--- src/rtl/mmu_controller_nxn.sv ---
// NxN matrix-multiply tile: element-wise operand load, output-stationary systolic MAC grid, registered C read port.
// Optional MMU_SIGNED_EN build treats operands as two's-complement; default is unsigned.

module mmu_pe #(
  parameter int DW    = 8,
  parameter int ACC_W = 18
) (
  input  logic             clk,
  input  logic             rst,
  input  logic             clr,
  input  logic             en,
  input  logic [DW-1:0]    a_in,
  input  logic [DW-1:0]    b_in,
  output logic [DW-1:0]    a_out,
  output logic [DW-1:0]    b_out,
  output logic [ACC_W-1:0] acc_nxt
);
  logic [DW-1:0]    a_q, a_d, b_q, b_d;
  logic [ACC_W-1:0] acc_q, acc_d, prod;

`ifdef MMU_SIGNED_EN
  logic signed [2*DW-1:0] p_s;
  assign p_s  = $signed({{DW{a_in[DW-1]}}, a_in}) * $signed({{DW{b_in[DW-1]}}, b_in});
  assign prod = ACC_W'(p_s);
`else
  logic [2*DW-1:0] p_u;
  assign p_u  = {{DW{1'b0}}, a_in} * {{DW{1'b0}}, b_in};
  assign prod = ACC_W'(p_u);
`endif

  always_comb begin
    a_d   = a_in;
    b_d   = b_in;
    acc_d = acc_q;
    if (clr) begin
      a_d   = '0;
      b_d   = '0;
      acc_d = '0;
    end else if (en) begin
      acc_d = acc_q + prod;
    end
  end

  always_ff @(posedge clk) begin
    if (rst) begin
      a_q   <= '0;
      b_q   <= '0;
      acc_q <= '0;
    end else begin
      a_q   <= a_d;
      b_q   <= b_d;
      acc_q <= acc_d;
    end
  end

  assign a_out   = a_q;
  assign b_out   = b_q;
  assign acc_nxt = acc_d;
endmodule

module mmu_controller_nxn #(
  parameter int N     = 2,
  parameter int DW    = 8,
  parameter int ACC_W = 18
) (
  input  logic                   clk,
  input  logic                   rst,
  input  logic                   load_en,
  input  logic                   load_sel_ab,
  input  logic [$clog2(N)-1:0]   load_row,
  input  logic [$clog2(N)-1:0]   load_col,
  input  logic [DW-1:0]          in_data,
  input  logic                   output_en,
  input  logic [$clog2(N)-1:0]   output_row,
  input  logic [$clog2(N)-1:0]   output_col,
  output logic [ACC_W-1:0]       out_data,
  output logic                   out_valid,
  output logic                   done,
  output logic                   busy
);
  localparam int IDX_W = $clog2(N);
  localparam int BM_W  = $clog2(N*N);
  localparam int CNT_W = $clog2(3*N);
  localparam int RD_W  = $clog2(N*N+1);

  typedef enum logic [1:0] {S_IDLE, S_FEED, S_DRAIN, S_OUT} state_t;

  state_t               state_q, state_d;
  logic [CNT_W-1:0]     cnt_q, cnt_d;
  logic [RD_W-1:0]      rd_cnt_q, rd_cnt_d;
  logic [N*N-1:0]       a_ld_q, a_ld_d, b_ld_q, b_ld_d;
  logic [DW-1:0]        a_mem_q [N][N];
  logic [DW-1:0]        a_mem_d [N][N];
  logic [DW-1:0]        b_mem_q [N][N];
  logic [DW-1:0]        b_mem_d [N][N];
  logic [ACC_W-1:0]     c_q [N][N];
  logic [ACC_W-1:0]     c_d [N][N];
  logic [ACC_W-1:0]     out_data_q, out_data_d;
  logic                 out_valid_q, out_valid_d, done_q, done_d, busy_q, busy_d;

  logic                 ld_ok, rd_ok, pe_clr, pe_en;
  logic [BM_W-1:0]      ld_idx;
  logic [N-1:0][DW-1:0] a_feed, b_feed;
  logic [N-1:0][N-1:0][DW-1:0]    pe_a_in, pe_b_in, pe_a_out, pe_b_out;
  logic [N-1:0][N-1:0][ACC_W-1:0] pe_acc;

  assign ld_ok  = load_en && (state_q == S_IDLE) &&
                  (int'(load_row) < N) && (int'(load_col) < N);
  assign rd_ok  = output_en && (state_q == S_OUT) &&
                  (int'(output_row) < N) && (int'(output_col) < N);
  assign ld_idx = BM_W'(int'(load_row) * N + int'(load_col));
  assign pe_clr = (state_q == S_IDLE) && (state_d == S_FEED);
  assign pe_en  = (state_q == S_FEED) || (state_q == S_DRAIN);

  // Skewed feed: row i / column j see element t-i / t-j of their operand; zeros outside the window.
  always_comb begin
    a_feed = '0;
    b_feed = '0;
    for (int i = 0; i < N; i++) begin
      if ((state_q == S_FEED) && (int'(cnt_q) >= i) && (int'(cnt_q) - i < N)) begin
        a_feed[i] = a_mem_q[i][IDX_W'(int'(cnt_q) - i)];
        b_feed[i] = b_mem_q[IDX_W'(int'(cnt_q) - i)][i];
      end
    end
  end

  always_comb begin
    state_d     = state_q;
    cnt_d       = cnt_q;
    rd_cnt_d    = rd_cnt_q;
    a_ld_d      = a_ld_q;
    b_ld_d      = b_ld_q;
    a_mem_d     = a_mem_q;
    b_mem_d     = b_mem_q;
    c_d         = c_q;
    out_data_d  = out_data_q;
    out_valid_d = 1'b0;
    case (state_q)
      S_IDLE: begin
        if (ld_ok) begin
          if (load_sel_ab) begin
            b_mem_d[load_row][load_col] = in_data;
            b_ld_d[ld_idx]              = 1'b1;
          end else begin
            a_mem_d[load_row][load_col] = in_data;
            a_ld_d[ld_idx]              = 1'b1;
          end
        end
        if ((&a_ld_d) && (&b_ld_d)) begin
          state_d = S_FEED;
          cnt_d   = '0;
        end
      end
      S_FEED: begin
        cnt_d = cnt_q + 1'b1;
        if (cnt_q == CNT_W'(2*N-2)) state_d = S_DRAIN;
      end
      S_DRAIN: begin
        cnt_d = cnt_q + 1'b1;
        // Snapshot the post-edge accumulator values so the final product lands in C.
        if (cnt_q == CNT_W'(3*N-3)) begin
          state_d = S_OUT;
          for (int i = 0; i < N; i++)
            for (int j = 0; j < N; j++)
              c_d[i][j] = pe_acc[i][j];
        end
      end
      S_OUT: begin
        if (rd_ok) begin
          out_data_d  = c_q[output_row][output_col];
          out_valid_d = 1'b1;
          rd_cnt_d    = rd_cnt_q + 1'b1;
          if (rd_cnt_q == RD_W'(N*N-1)) begin
            state_d  = S_IDLE;
            rd_cnt_d = '0;
            a_ld_d   = '0;
            b_ld_d   = '0;
          end
        end
      end
      default: state_d = S_IDLE;
    endcase
    done_d = (state_q == S_DRAIN) && (state_d == S_OUT);
    busy_d = (state_d != S_IDLE);
  end

  always_ff @(posedge clk) begin
    if (rst) begin
      state_q     <= S_IDLE;
      cnt_q       <= '0;
      rd_cnt_q    <= '0;
      a_ld_q      <= '0;
      b_ld_q      <= '0;
      c_q         <= '{default: '0};
      out_data_q  <= '0;
      out_valid_q <= 1'b0;
      done_q      <= 1'b0;
      busy_q      <= 1'b0;
    end else begin
      state_q     <= state_d;
      cnt_q       <= cnt_d;
      rd_cnt_q    <= rd_cnt_d;
      a_ld_q      <= a_ld_d;
      b_ld_q      <= b_ld_d;
      c_q         <= c_d;
      out_data_q  <= out_data_d;
      out_valid_q <= out_valid_d;
      done_q      <= done_d;
      busy_q      <= busy_d;
    end
  end

  always_ff @(posedge clk) begin
    a_mem_q <= a_mem_d;
    b_mem_q <= b_mem_d;
  end

  for (genvar i = 0; i < N; i++) begin : g_row
    for (genvar j = 0; j < N; j++) begin : g_col
      if (j == 0) begin : g_al
        assign pe_a_in[i][j] = a_feed[i];
      end else begin : g_ai
        assign pe_a_in[i][j] = pe_a_out[i][j-1];
      end
      if (i == 0) begin : g_bt
        assign pe_b_in[i][j] = b_feed[j];
      end else begin : g_bi
        assign pe_b_in[i][j] = pe_b_out[i-1][j];
      end
      mmu_pe #(.DW(DW), .ACC_W(ACC_W)) u_pe (
        .clk     (clk),
        .rst     (rst),
        .clr     (pe_clr),
        .en      (pe_en),
        .a_in    (pe_a_in[i][j]),
        .b_in    (pe_b_in[i][j]),
        .a_out   (pe_a_out[i][j]),
        .b_out   (pe_b_out[i][j]),
        .acc_nxt (pe_acc[i][j])
      );
    end
  end

  logic unused_edge;
  always_comb begin
    unused_edge = 1'b0;
    for (int k = 0; k < N; k++)
      unused_edge = unused_edge ^ (^pe_a_out[k][N-1]) ^ (^pe_b_out[N-1][k]);
  end

  assign out_data  = out_data_q;
  assign out_valid = out_valid_q;
  assign done      = done_q;
  assign busy      = busy_q;
endmodule
--- config.mk ---
export PLATFORM = sky130hd
export DESIGN_NAME = mmu_controller_nxn
export DESIGN_NICKNAME = d
export VERILOG_FILES = /design/src/rtl/mmu_controller_nxn.sv
export SDC_FILE = /design/constraint.sdc
export NUM_CORES = 1
export LEC_CHECK = 0
export BUFFER_PORTS_ARGS = -buffer_cell sky130_fd_sc_hd__buf_2
export CORE_MARGIN = 5
export CORE_UTILIZATION = 70
export DETAILED_ROUTE_END_ITERATION = 7
export PLACE_DENSITY_LB_ADDON = 0.3
export SYNTH_ARGS = -nofsm -noshare
export SYNTH_HDL_FRONTEND = slang
export SYNTH_HIERARCHICAL = 1
export SYNTH_SLANG_ARGS = --single-unit
--- constraint.sdc ---
create_clock -name clk -period 8.7 [get_ports clk]
set_input_delay 0.87 -clock clk [delete_from_list [all_inputs] [get_ports clk]]
set_output_delay 0.87 -clock clk [all_outputs]
set_load 0.01 [all_outputs]
# Word level (Yosys, flattened, before mapping)
# Cells that the tools add are included.
# totals
input_bits	17
out_inout_bits	21
word_cells	156
reg_bits	277
# op_classes
addsub	8
multipliers	4
bitwise_logic	10
n_reduce_logical	27
muxes	54
magnitude_cmp	13
eq_ne	11
# op_table
op	n
2-to-1 mux 18 bit	11
2-to-1 mux 36 bit	3
2-to-1 mux 8 bit	11
adder 18 x 16 -> 18 bit	4
bitwise mux 32 bit	2
multiplier 8 x 8 -> 16 bit	4
2-to-1 mux 16 bit	3
< comparator 32 x 3 -> 1 bit (second input constant)	1
2-to-1 mux 4 bit	8
demux 16 bit (select 1 bit)	1
case mux 4 bit (2 select lines)	2
logical AND 1 bit	11
2-to-1 mux 2 bit	5
equality test 3 x 2 -> 1 bit (second input constant)	3
AND reduction 3 bit	3
demux 8 bit (select 1 bit)	1
>= comparator 2 bit (second input constant)	4
NOT 1 -> 2 bit	4
bitwise OR 4 bit	2
case mux 2 bit (4 select lines)	1
AND reduction 4 bit	2
adder 3 x 1 -> 3 bit (second input constant)	2
equality test 2 bit (second input constant)	3
2-to-1 mux 3 bit	2
other kinds (20)	34

# Longest topological paths before layout
# depth
ltp_word	16
depth_mapped	26
ltp_nobuf	24

# By module
# Netlist, hierarchy kept.
# modules_own_cells
mod	cells_each	seq_area_each_um2	instances	area_each_um2
mmu_pe at g_row[0].g_col[0].u_pe ...	454	680.7	2	3883.7
mmu_controller_nxn	624	3143.0	1	5844.4
mmu_pe at g_row[1].g_col[0].u_pe	457	680.7	1	3936.3
mmu_pe at g_row[1].g_col[1].u_pe	445	680.7	1	3865.0

# Worst setup path before layout
# Ideal clock, no wire load.
# synth_timing
kind	register to register
start	register cnt_q[1]
end	register c_q[35] (netlist bit)
synth_period_minus_slack_ns	5.855
t_required_ns	8.568
arrival_time_ns	5.723
stages_incl_launch_ff	26
setup_slack_ns	2.845
n_path_buf	2
setup_time_ns	0.132
cell_sequence	dfxtp_1 > inv_1 > ha_1 > xnor2_1 > a32oi_1 > nor2_1 > clkbuf_1 > and2_1 > clkbuf_1 > nand2_1 > fa_1 > inv_1 > fa_1 > fa_1 > inv_1 > fa_1 > inv_1 > ha_1 > a21oi_2 > o21ai_1 > or4_1 > nand2_1 > mux2i_1 > mux2_1 > nand2_1 > a21oi_1
# synth_rtl
item	line	rtl
start: declaration	89	logic [CNT_W-1:0] cnt_q, cnt_d;
start signal: assignment	201	cnt_q <= cnt_d;
end signal: assignment	194	c_q <= '{default: '0};
end signal: assignment	205	c_q <= c_d;
end: declaration	96	logic [ACC_W-1:0] c_q [N][N];

==> results.cfg <==
[detailed_routing]
vias = 16100
drtAntennaViolNets = 0
post_drt_wl_per_cell_um = 18.2
drt_first_pass_iters = 5
vias_per_cell = 5.84
drt-total-wl_um = 50100
detail_route.iter0.violations = 1332
drc_errors = 0

[grt]
grt.total_usage = 0.307
grt_max_degree = 73
grt_pass1_vias = 16400
grt_overflow_total = 0
grt_pass1_wl_um = 83200
antenna_found_initial = 1

[timing]
fmax_ghz = 0.143
skew_ns = 0.0335
layout_setup_ws_ns = 1.70
setup_tns_ns = 0
hold-worst-slack_ns = 0.456
finalSetupViolations = 0
hold_viol_final = 0
maxSlewHeadroom = 0.161
worst_slew_pin_slew_ns = 1.25
rsz0062_at_grt = false
final.period_utilization = 0.805
slew_viol_final = 0
period_minus_slack_ns = 7.00

[place]
port_buffers = 37
gp_congestion = 0.898
place_ws_ns = 1.81
dpl.hpwl_um = 38200

[layout]
multiInputGateArea_um2 = 13500
drive_above_1_share = 0.0588
nFillCells = 2046
nets = 2731
utilization = 0.757
syn2layout_area_growth_pct = 6.24
regArea_um2 = 5230

[critical_path]
cp-startpoint = cnt_q[1]
end_kind = register
startpoint_type = register
crit_path_end = c_q[35]
rr_startpoint = cnt_q[1]
cp.required_ns = 9.08
reg2reg_to = c_q[35]
path_class = register to register
rr_worst_depth = 23
arrival_ns = 7.38
worstPathMaxFanout = 16
r2r_slack_ns = 1.70

[clock_tree]
cts.sinks = 245
cts-htree-levels = 1
cts.clk_slew.worst_paths_ns = 0.06
cts_setup_buffers = 0
holdBufCountCts = 0
cts_resized = 0
cts_tree = built
insertion_delay_ns = 0.55
clk_path_buf_depth = 3
cts_buffers = 26
root_buffer = clkbuf_16

[floorplanning]
std_cell_rows = 62
core_area_um2 = 28900
start_util = 0.713
io_pins = 38
die_h_um = 181
chipWidth_um = 181
dieArea_um2 = 32900

[outcome]
status = finished, final reports clean

[power_and_ir_drop]
p_leak_uw = 0.0103
net-switching-power_uw = 657
pwr-share-comb = 0.078
seqPwrFrac = 0.447
ir_drop_mv = 0.250
p_per_area_nw_per_um2 = 120
switching_share = 0.252
power.internal_uw = 1950
clkPwrFrac = 0.475

[logic_synthesis]
yosysWarnings = 6
avgSynthCellArea_um2 = 8.68
netlist_area_um2 = 20600
netlist_instances = 2369
synth_nets = 2756

[worst_hold_path]
hold_path.class = register to register

[job]
drv_cap = 0
cell type report:
type,count,area share
Antenna cell,2,0.000229
Clock buffer,31,0.0325
Clock inverter,17,0.0108
Inverter,399,0.0685
Multi-Input combinational cell,1628,0.616
Sequential cell,245,0.239
Tap cell,384,0.0220
Timing Repair Buffer,44,0.0110
registers in the layout, summed over array words and instances (netlist names), 4 cells and up:
name                    count
a_ld_q                      4
a_mem_q                    16
b_ld_q                      4
b_mem_q                    16
c_q                        72
g_row.g_col.u_pe/a_out     16
g_row.g_col.u_pe/acc_q     72
g_row.g_col.u_pe/b_out     16
out_data                   18
worst max-delay path, cell delays in order, from the launching register on:
cell and delay, ns:
dfxtp_1 0.41, inv_1 0.13, ha_1 0.21, xnor2_1 0.13, a32oi_1 0.07, nor2_1 0.95, and2_1 0.44, nand2_1 0.13
fa_1 0.54, fa_1 0.56, inv_1 0.06, fa_1 0.53, inv_1 0.05, fa_1 0.53, inv_1 0.04, ha_1 0.37
a21oi_2 0.18, o21ai_1 0.10, or4_1 0.52, nand2_1 0.09, mux2i_1 0.28, mux2_1 0.36, nand2_1 0.06, a21oi_1 0.07
layout by cell type (no fill, tap or decap), drive strengths merged, types with 5 or more instances in the layout:
master  instances
a21oi         157
and2          211
dfxtp         213
a22oi          11
mux4           18
bufinv          5
o311ai          8
nand4          12
o22ai           6
ha            170
or4b            5
o21ai          36
o21a           10
or3            13
nor3           36
nor2          120
xor2           10
fa            200
edfxtp         32
a21o           22
nand2         353
nand3          10
and3            6
a311oi          5
a211o           7
mux2i          45
a31oi          16
xnor2          19
clkinv          6
nand2b         14
inv           404
clkbuf         31
nor2b          23
or2             5
buf            44
o21bai          9
a211oi         14
through the flow:
stage               instance area, um^2  total power [uW]  instances
floorplan                         20600              1340       2369
global placement                  20900              1390       2700
global route                      21800              2680       2748
finish                            21900              2610       2750
detailed placement                20900              1390       2700
CTS                               21800              2610       2748
power groups by stage:
stage / registers (uW) / logic, uW / clock network (uW)
3_5_place_dp: 1190 / 198 / 0
3_3_place_gp: 1190 / 193 / 0
4_1_cts: 1170 / 201 / 1240
5_1_grt: 1170 / 222 / 1290
6_report: 1170 / 203 / 1240
2_1_floorplan: 1190 / 149 / 0
worst min path at each step:
| stage | from | to | slack [ns] | depth (start not counted) |
|---|---|---|---|---|
| floorplan | c_q[35] | c_q[35] | 0.43 | 2 |
| global placement | c_q[8] | c_q[8] | 0.44 | 2 |
| detailed placement | c_q[58] | c_q[58] | 0.45 | 2 |
| CTS | c_q[58] | c_q[58] | 0.46 | 2 |
| global route | c_q[51] | c_q[51] | 0.48 | 2 |
| finish | c_q[58] | c_q[58] | 0.46 | 2 |
per-layer routing:
layer  vias up  GRT usage  part of all wire
li1       7524          -                 -
met1      7777      0.424              0.42
met2       627      0.509              0.47
met3       138     0.0336             0.067
met4         0      0.106             0.043
met5         -          0                 0
No activity file was read; power rests on OpenSTA's default activity.
